--- src/rtl/lsu_pkg.sv ---
// Shared definitions for the load/store unit: RV32I funct3 codes, FSM state type
// and the request legality check used at accept time.
package lsu_pkg;

    localparam logic [2:0] F3_B  = 3'b000;
    localparam logic [2:0] F3_H  = 3'b001;
    localparam logic [2:0] F3_W  = 3'b010;
    localparam logic [2:0] F3_BU = 3'b100;
    localparam logic [2:0] F3_HU = 3'b101;

    typedef enum logic [1:0] {
        IDLE   = 2'd0,
        ACCESS = 2'd1,
        WRITE  = 2'd2
    } state_t;

    // Unsigned variants exist only for loads; halfword/word need natural alignment.
    function automatic logic req_legal(input logic we, input logic [2:0] funct3,
                                       input logic [1:0] addr_lo);
        logic ok;
        case (funct3)
            F3_B:    ok = 1'b1;
            F3_H:    ok = ~addr_lo[0];
            F3_W:    ok = (addr_lo == 2'b00);
            F3_BU:   ok = ~we;
            F3_HU:   ok = ~we & ~addr_lo[0];
            default: ok = 1'b0;
        endcase
        return ok;
    endfunction

endpackage

--- src/rtl/load_extend.sv ---
// Combinational load data extension: selects byte/halfword/word from the low end
// of the RAM read word and sign- or zero-extends it per funct3.
module load_extend
    import lsu_pkg::*;
#(
    parameter int DATA_WIDTH = 32
) (
    input  logic [2:0]            funct3,
    input  logic [DATA_WIDTH-1:0] word_in,
    output logic [DATA_WIDTH-1:0] word_out
);

    always_comb begin
        word_out = word_in;
        case (funct3)
            F3_B:    word_out = {{(DATA_WIDTH-8){word_in[7]}}, word_in[7:0]};
            F3_BU:   word_out = {{(DATA_WIDTH-8){1'b0}}, word_in[7:0]};
            F3_H:    word_out = {{(DATA_WIDTH-16){word_in[15]}}, word_in[15:0]};
            F3_HU:   word_out = {{(DATA_WIDTH-16){1'b0}}, word_in[15:0]};
            default: word_out = word_in;
        endcase
    end

endmodule

--- src/rtl/load_store_unit.sv ---
// Single-outstanding load/store unit for a byte-addressed data RAM with a
// combinational read port; sub-word stores are done as read-modify-write.
module load_store_unit
    import lsu_pkg::*;
#(
    parameter int ADDRESS_WIDTH = 32,
    parameter int DATA_WIDTH    = 32
) (
    input  logic                     clk,
    input  logic                     rst,
    input  logic                     req_valid,
    output logic                     req_ready,
    input  logic                     req_we,
    input  logic [2:0]               req_funct3,
    input  logic [ADDRESS_WIDTH-1:0] req_addr,
    input  logic [DATA_WIDTH-1:0]    req_wdata,
    output logic                     resp_valid,
    output logic [DATA_WIDTH-1:0]    resp_rdata,
    output logic                     err,
    output logic                     mem_we,
    output logic [ADDRESS_WIDTH-1:0] mem_addr,
    output logic [DATA_WIDTH-1:0]    mem_wd,
    input  logic [DATA_WIDTH-1:0]    mem_rd
);

    state_t                   state, state_nxt;
    logic [ADDRESS_WIDTH-1:0] addr_q;
    logic [2:0]               funct3_q;
    logic                     we_q;
    logic [DATA_WIDTH-1:0]    wdata_q;
    logic [DATA_WIDTH-1:0]    old_q;
    logic [DATA_WIDTH-1:0]    load_val;
    logic                     accept;
    logic                     legal;
    logic                     sub_store;

    assign req_ready = (state == IDLE);
    assign accept    = req_valid && req_ready;
    assign legal     = req_legal(req_we, req_funct3, req_addr[1:0]);
    assign sub_store = we_q && ((funct3_q == F3_B) || (funct3_q == F3_H));
    assign mem_addr  = addr_q;

    load_extend #(.DATA_WIDTH(DATA_WIDTH)) u_load_extend (
        .funct3   (funct3_q),
        .word_in  (mem_rd),
        .word_out (load_val)
    );

    always_ff @(posedge clk) begin
        if (rst) begin
            state <= IDLE;
        end else begin
            state <= state_nxt;
        end
    end

    always_comb begin
        state_nxt = state;
        mem_we    = 1'b0;
        mem_wd    = wdata_q;
        case (state)
            IDLE: begin
                if (accept && legal) begin
                    state_nxt = ACCESS;
                end
            end
            ACCESS: begin
                state_nxt = sub_store ? WRITE : IDLE;
                mem_we    = we_q && (funct3_q == F3_W);
            end
            WRITE: begin
                state_nxt = IDLE;
                mem_we    = 1'b1;
                // Merge new low byte/halfword over the word read in ACCESS.
                if (funct3_q == F3_B) begin
                    mem_wd = {old_q[DATA_WIDTH-1:8], wdata_q[7:0]};
                end else begin
                    mem_wd = {old_q[DATA_WIDTH-1:16], wdata_q[15:0]};
                end
            end
            default: state_nxt = IDLE;
        endcase
    end

    always_ff @(posedge clk) begin
        if (rst) begin
            addr_q     <= '0;
            funct3_q   <= '0;
            we_q       <= 1'b0;
            wdata_q    <= '0;
            old_q      <= '0;
            resp_valid <= 1'b0;
            err        <= 1'b0;
            resp_rdata <= '0;
        end else begin
            resp_valid <= 1'b0;
            err        <= 1'b0;
            if (accept) begin
                addr_q   <= req_addr;
                funct3_q <= req_funct3;
                we_q     <= req_we;
                wdata_q  <= req_wdata;
                if (!legal) begin
                    resp_valid <= 1'b1;
                    err        <= 1'b1;
                end
            end
            if (state == ACCESS) begin
                if (!we_q) begin
                    resp_rdata <= load_val;
                    resp_valid <= 1'b1;
                end else if (sub_store) begin
                    old_q <= mem_rd;
                end else begin
                    resp_valid <= 1'b1;
                end
            end
            if (state == WRITE) begin
                resp_valid <= 1'b1;
            end
        end
    end

endmodule

--- config.mk ---
export PLATFORM = sky130hd
export DESIGN_NAME = load_store_unit
export DESIGN_NICKNAME = d
export VERILOG_FILES = /design/src/rtl/lsu_pkg.sv /design/src/rtl/load_extend.sv /design/src/rtl/load_store_unit.sv
export SDC_FILE = /design/constraint.sdc
export NUM_CORES = 1
export LEC_CHECK = 0
export ABC_AREA = 0
export BUFFER_PORTS_ARGS = -buffer_cell sky130_fd_sc_hd__buf_4
export CAP_MARGIN = 20
export CORE_UTILIZATION = 44
export CTS_CLUSTER_SIZE = 12
export DETAILED_ROUTE_END_ITERATION = 7
export HOLD_SLACK_MARGIN = 0.08
export PLACE_DENSITY = 0.82
export SLEW_MARGIN = 0
export SYNTH_ARGS = -nofsm -noshare
export SYNTH_HDL_FRONTEND = slang
export SYNTH_HIERARCHICAL = 1
export SYNTH_SLANG_ARGS = --single-unit
--- constraint.sdc ---
create_clock -name clk -period 1.6 [get_ports clk]
set_clock_uncertainty 0.15 [all_clocks]
set_input_delay 0.08 -clock clk [delete_from_list [all_inputs] [get_ports clk]]
set_output_delay 0.08 -clock clk [all_outputs]
set_load 0.02 [all_outputs]
==> reports/metrics.cfg <==
[setup_path]
crit_path_max_fanout=8
rr_worst_depth=7
critPathMaxStageDelay_ps=320
start_kind=flip-flop
cp.arrival_ps=1830
criticalPathCategory=reg -> out
cp-end-kind=primary output
cp_data_required_time_ps=1370
crit_slowest_cell=dfxtp_2
cp_cell_sequence=inv_2 -> ha_4 -> nor4b_4 -> buf_12 -> mux2_4 -> buf_6
r2r_slack_ps=10

[yosys]
synth-async-reset-ratio_pct=0
synth-seq-cells=128
ys_warn_count=6
synth_area_leaders=dfxtp_1 49%, nand2_1 20%, a21oi_1 12%, mux2_2 5.4%, buf_4 2.6%
syn-num-nets=779
yosysTopAreaCell=dfxtp_1
netlist.area_leader.share_pct=49.1
ys_seq_area_share_pct=49.1
synth_ff_type=dfxtp_1
synth-edff-count=0
synth.distinct_cells=32
postSynthCellCount=673
synth.cell_area_um2=5220
avgSynthCellArea_um2=7.75

[floorplan]
initial_core_util_pct=45.5
core_um2=11500
io_pins=203
rows=39
die_w_um=111
die-area_um2=12300
die_h_um=111

[pwr]
leakagePower_nw=3.89
power_mw=9.53
p_per_area_nw_per_um2=1040
ir_worst_vdd_v=0.00110

[global_routing]
grt_pass1_wl_um=28600
grt_usage_pct=29.8
antenna_found_initial=0
gr-total-overflow=0
grt_pass1_vias=5713
grt_max_degree=64

[hold_path]
hold_path_class=reg -> reg
whs_path_depth=2

[sta]
grt_setup_unrepaired=true
fmax_mhz=485
final-setup-viol-count=25
layout_min_cycle_time_ps=2060
min_period_over_period_pct=129
max_slew_margin_pct=64.4
holdWs_ps=302
hold_violations=0
fin_ws_ps=-461
maxSlewViolCount=0
worst_pin_slew_ps=534

[cells_and_area]
instances_no_fill=1128
multi_input_area_um2=2560
drive_gt1_share_pct=37.6
areaGrowthSynthToFinish_pct=76.3
antenna-diode-count=0
fin_nets=1078
regArea_um2=2580
fillCellCount=714

[clocking]
ctsRootBufferMaster=clkbuf_16
worstSkewPairLatency_ps=420
clk_pin_slew_ps=50
cts_tree=built
htreeDepth=4
cts_buffer_depth=2
clkSinkCount=128
cts_buffers=17

[run_status]
violations=negative setup slack
status=finished, violations left

[routing]
detail_route.first_pass.iterations=6
wl_per_cell_um=17.6
num_vias=5886
drt_iter0_drc=470
vias_per_cell=5.22
wirelength_um=19900
postRouteAntennaNets=0
route.detailed.drc=0

[flow_run]
cap_viol_max_count=0

[place]
gp_congestion=0.836
post-dp-hpwl_um=11000
placedCellCount=981
portBuffers=202

critical path: cells and delay by family, from the launching register on:
kind	cells	cell delay, ps
buffers and inverters	3	390
and+or+nand+nor	1	250
muxes	1	320
DFF	1	320
adders and majority gates	1	130
cell usage in the layout, fill, tap and decap left out, drive strengths merged, types with 2 or more instances in the layout:
master,instances
clkinvlp,2
inv,3
clkinv,3
and2,2
bufinv,5
nand2b,2
dlygate4sd3,102
mux2,25
dfxtp,128
nor2,3
o21ai,25
buf,239
ha,3
nand2,273
clkbuf,28
a21oi,126
per-stage QoR:
step | setup WS [ps] | TNS (ps) | cell area [um^2] | utilization [%]
global placement | -44.0 | -346 | 6950 | 60.6
finish | -461 | -9570 | 9200 | 80.2
detailed placement | -111 | -1010 | 6950 | 60.6
floorplan | -135 | -4130 | 5230 | -
global route | -511 | -11370 | 9200 | 80.2
CTS | -454 | -9720 | 8750 | 76.3
metal layers:
layer / routed length [um] / GRT usage, % / up-vias
met3: 1540 / 8.47 / 53
met5: 0 / 0 / -
li1: - / - / 2776
met4: 714 / 15.4 / 0
met2: 9990 / 50.7 / 300
met1: 7640 / 33.8 / 2757
path summary, 6_finish.rpt:
kind                                              endpoint                       start
worst min-delay path            resp_rdata[1]$_SDFFE_PP0P_  resp_rdata[1]$_SDFFE_PP0P_
worst max-delay path                             mem_wd[8]       state[0]$_SDFFE_PP0P_
worst max register to register    mem_addr[2]$_SDFFE_PP0P_       state[1]$_SDFFE_PP0P_
worst min register to register  resp_rdata[1]$_SDFFE_PP0P_  resp_rdata[1]$_SDFFE_PP0P_
power by group:
part           leakage [nW]  internal, mW  switching (mW)
logic                  2.52         0.889           0.848
registers              1.05          3.35           0.103
clock network         0.322          2.92            1.42
total                  3.89          7.16            2.38
timing repair:
item / in CTS / in global routing
gates cloned: 0 / 9
pin swaps: 3 / 9
gates resized for setup: 27 / 71
hold buffers: 102 / 0
setup buffers: 2 / 5
setup endpoints to repair: 107 / 98
hold endpoints to repair: 128 / 0
registers in the layout, indices dropped and copies added (netlist names):
| name | count |
|---|---|
| funct3_q | 3 |
| mem_addr | 32 |
| resp_rdata | 32 |
| old_q | 24 |
| wdata_q | 32 |
| state | 2 |
| err | 1 |
| we_q | 1 |
| resp_valid | 1 |
cell families (layout without fill, tap and decap cells):
family / Yosys count / count (layout) / synth area share, %
DFF: 128 / 128 / 49.1
adders and majority gates: 3 / 3 / 0.719
AOI/OAI and AO/OA: 155 / 155 / 15.1
muxes: 26 / 26 / 5.66
and+or+nand+nor: 290 / 291 / 22.3
buffers and inverters: 71 / 382 / 7.12
layout make-up:
class,count,share of cell area (%)
Clock buffer,22,5.26
Clock inverter,10,1.96
Inverter,3,0.150
Multi-Input combinational cell,475,27.8
Sequential cell,128,28.0
Tap cell,143,1.94
Timing Repair Buffer,347,34.8
synthesized netlist by cell type, types with 2 or more instances:
| cell type | number |
|---|---|
| nand2_1 | 273 |
| dfxtp_1 | 128 |
| a21oi_1 | 126 |
| clkbuf_1 | 27 |
| mux2_2 | 25 |
| o21ai_0 | 25 |
| buf_4 | 18 |
| buf_2 | 17 |
| buf_1 | 3 |
| ha_1 | 3 |
| inv_1 | 3 |
| nor2_1 | 3 |
| buf_6 | 2 |
| nand2b_1 | 2 |
(Power assumes the default switching activity.)
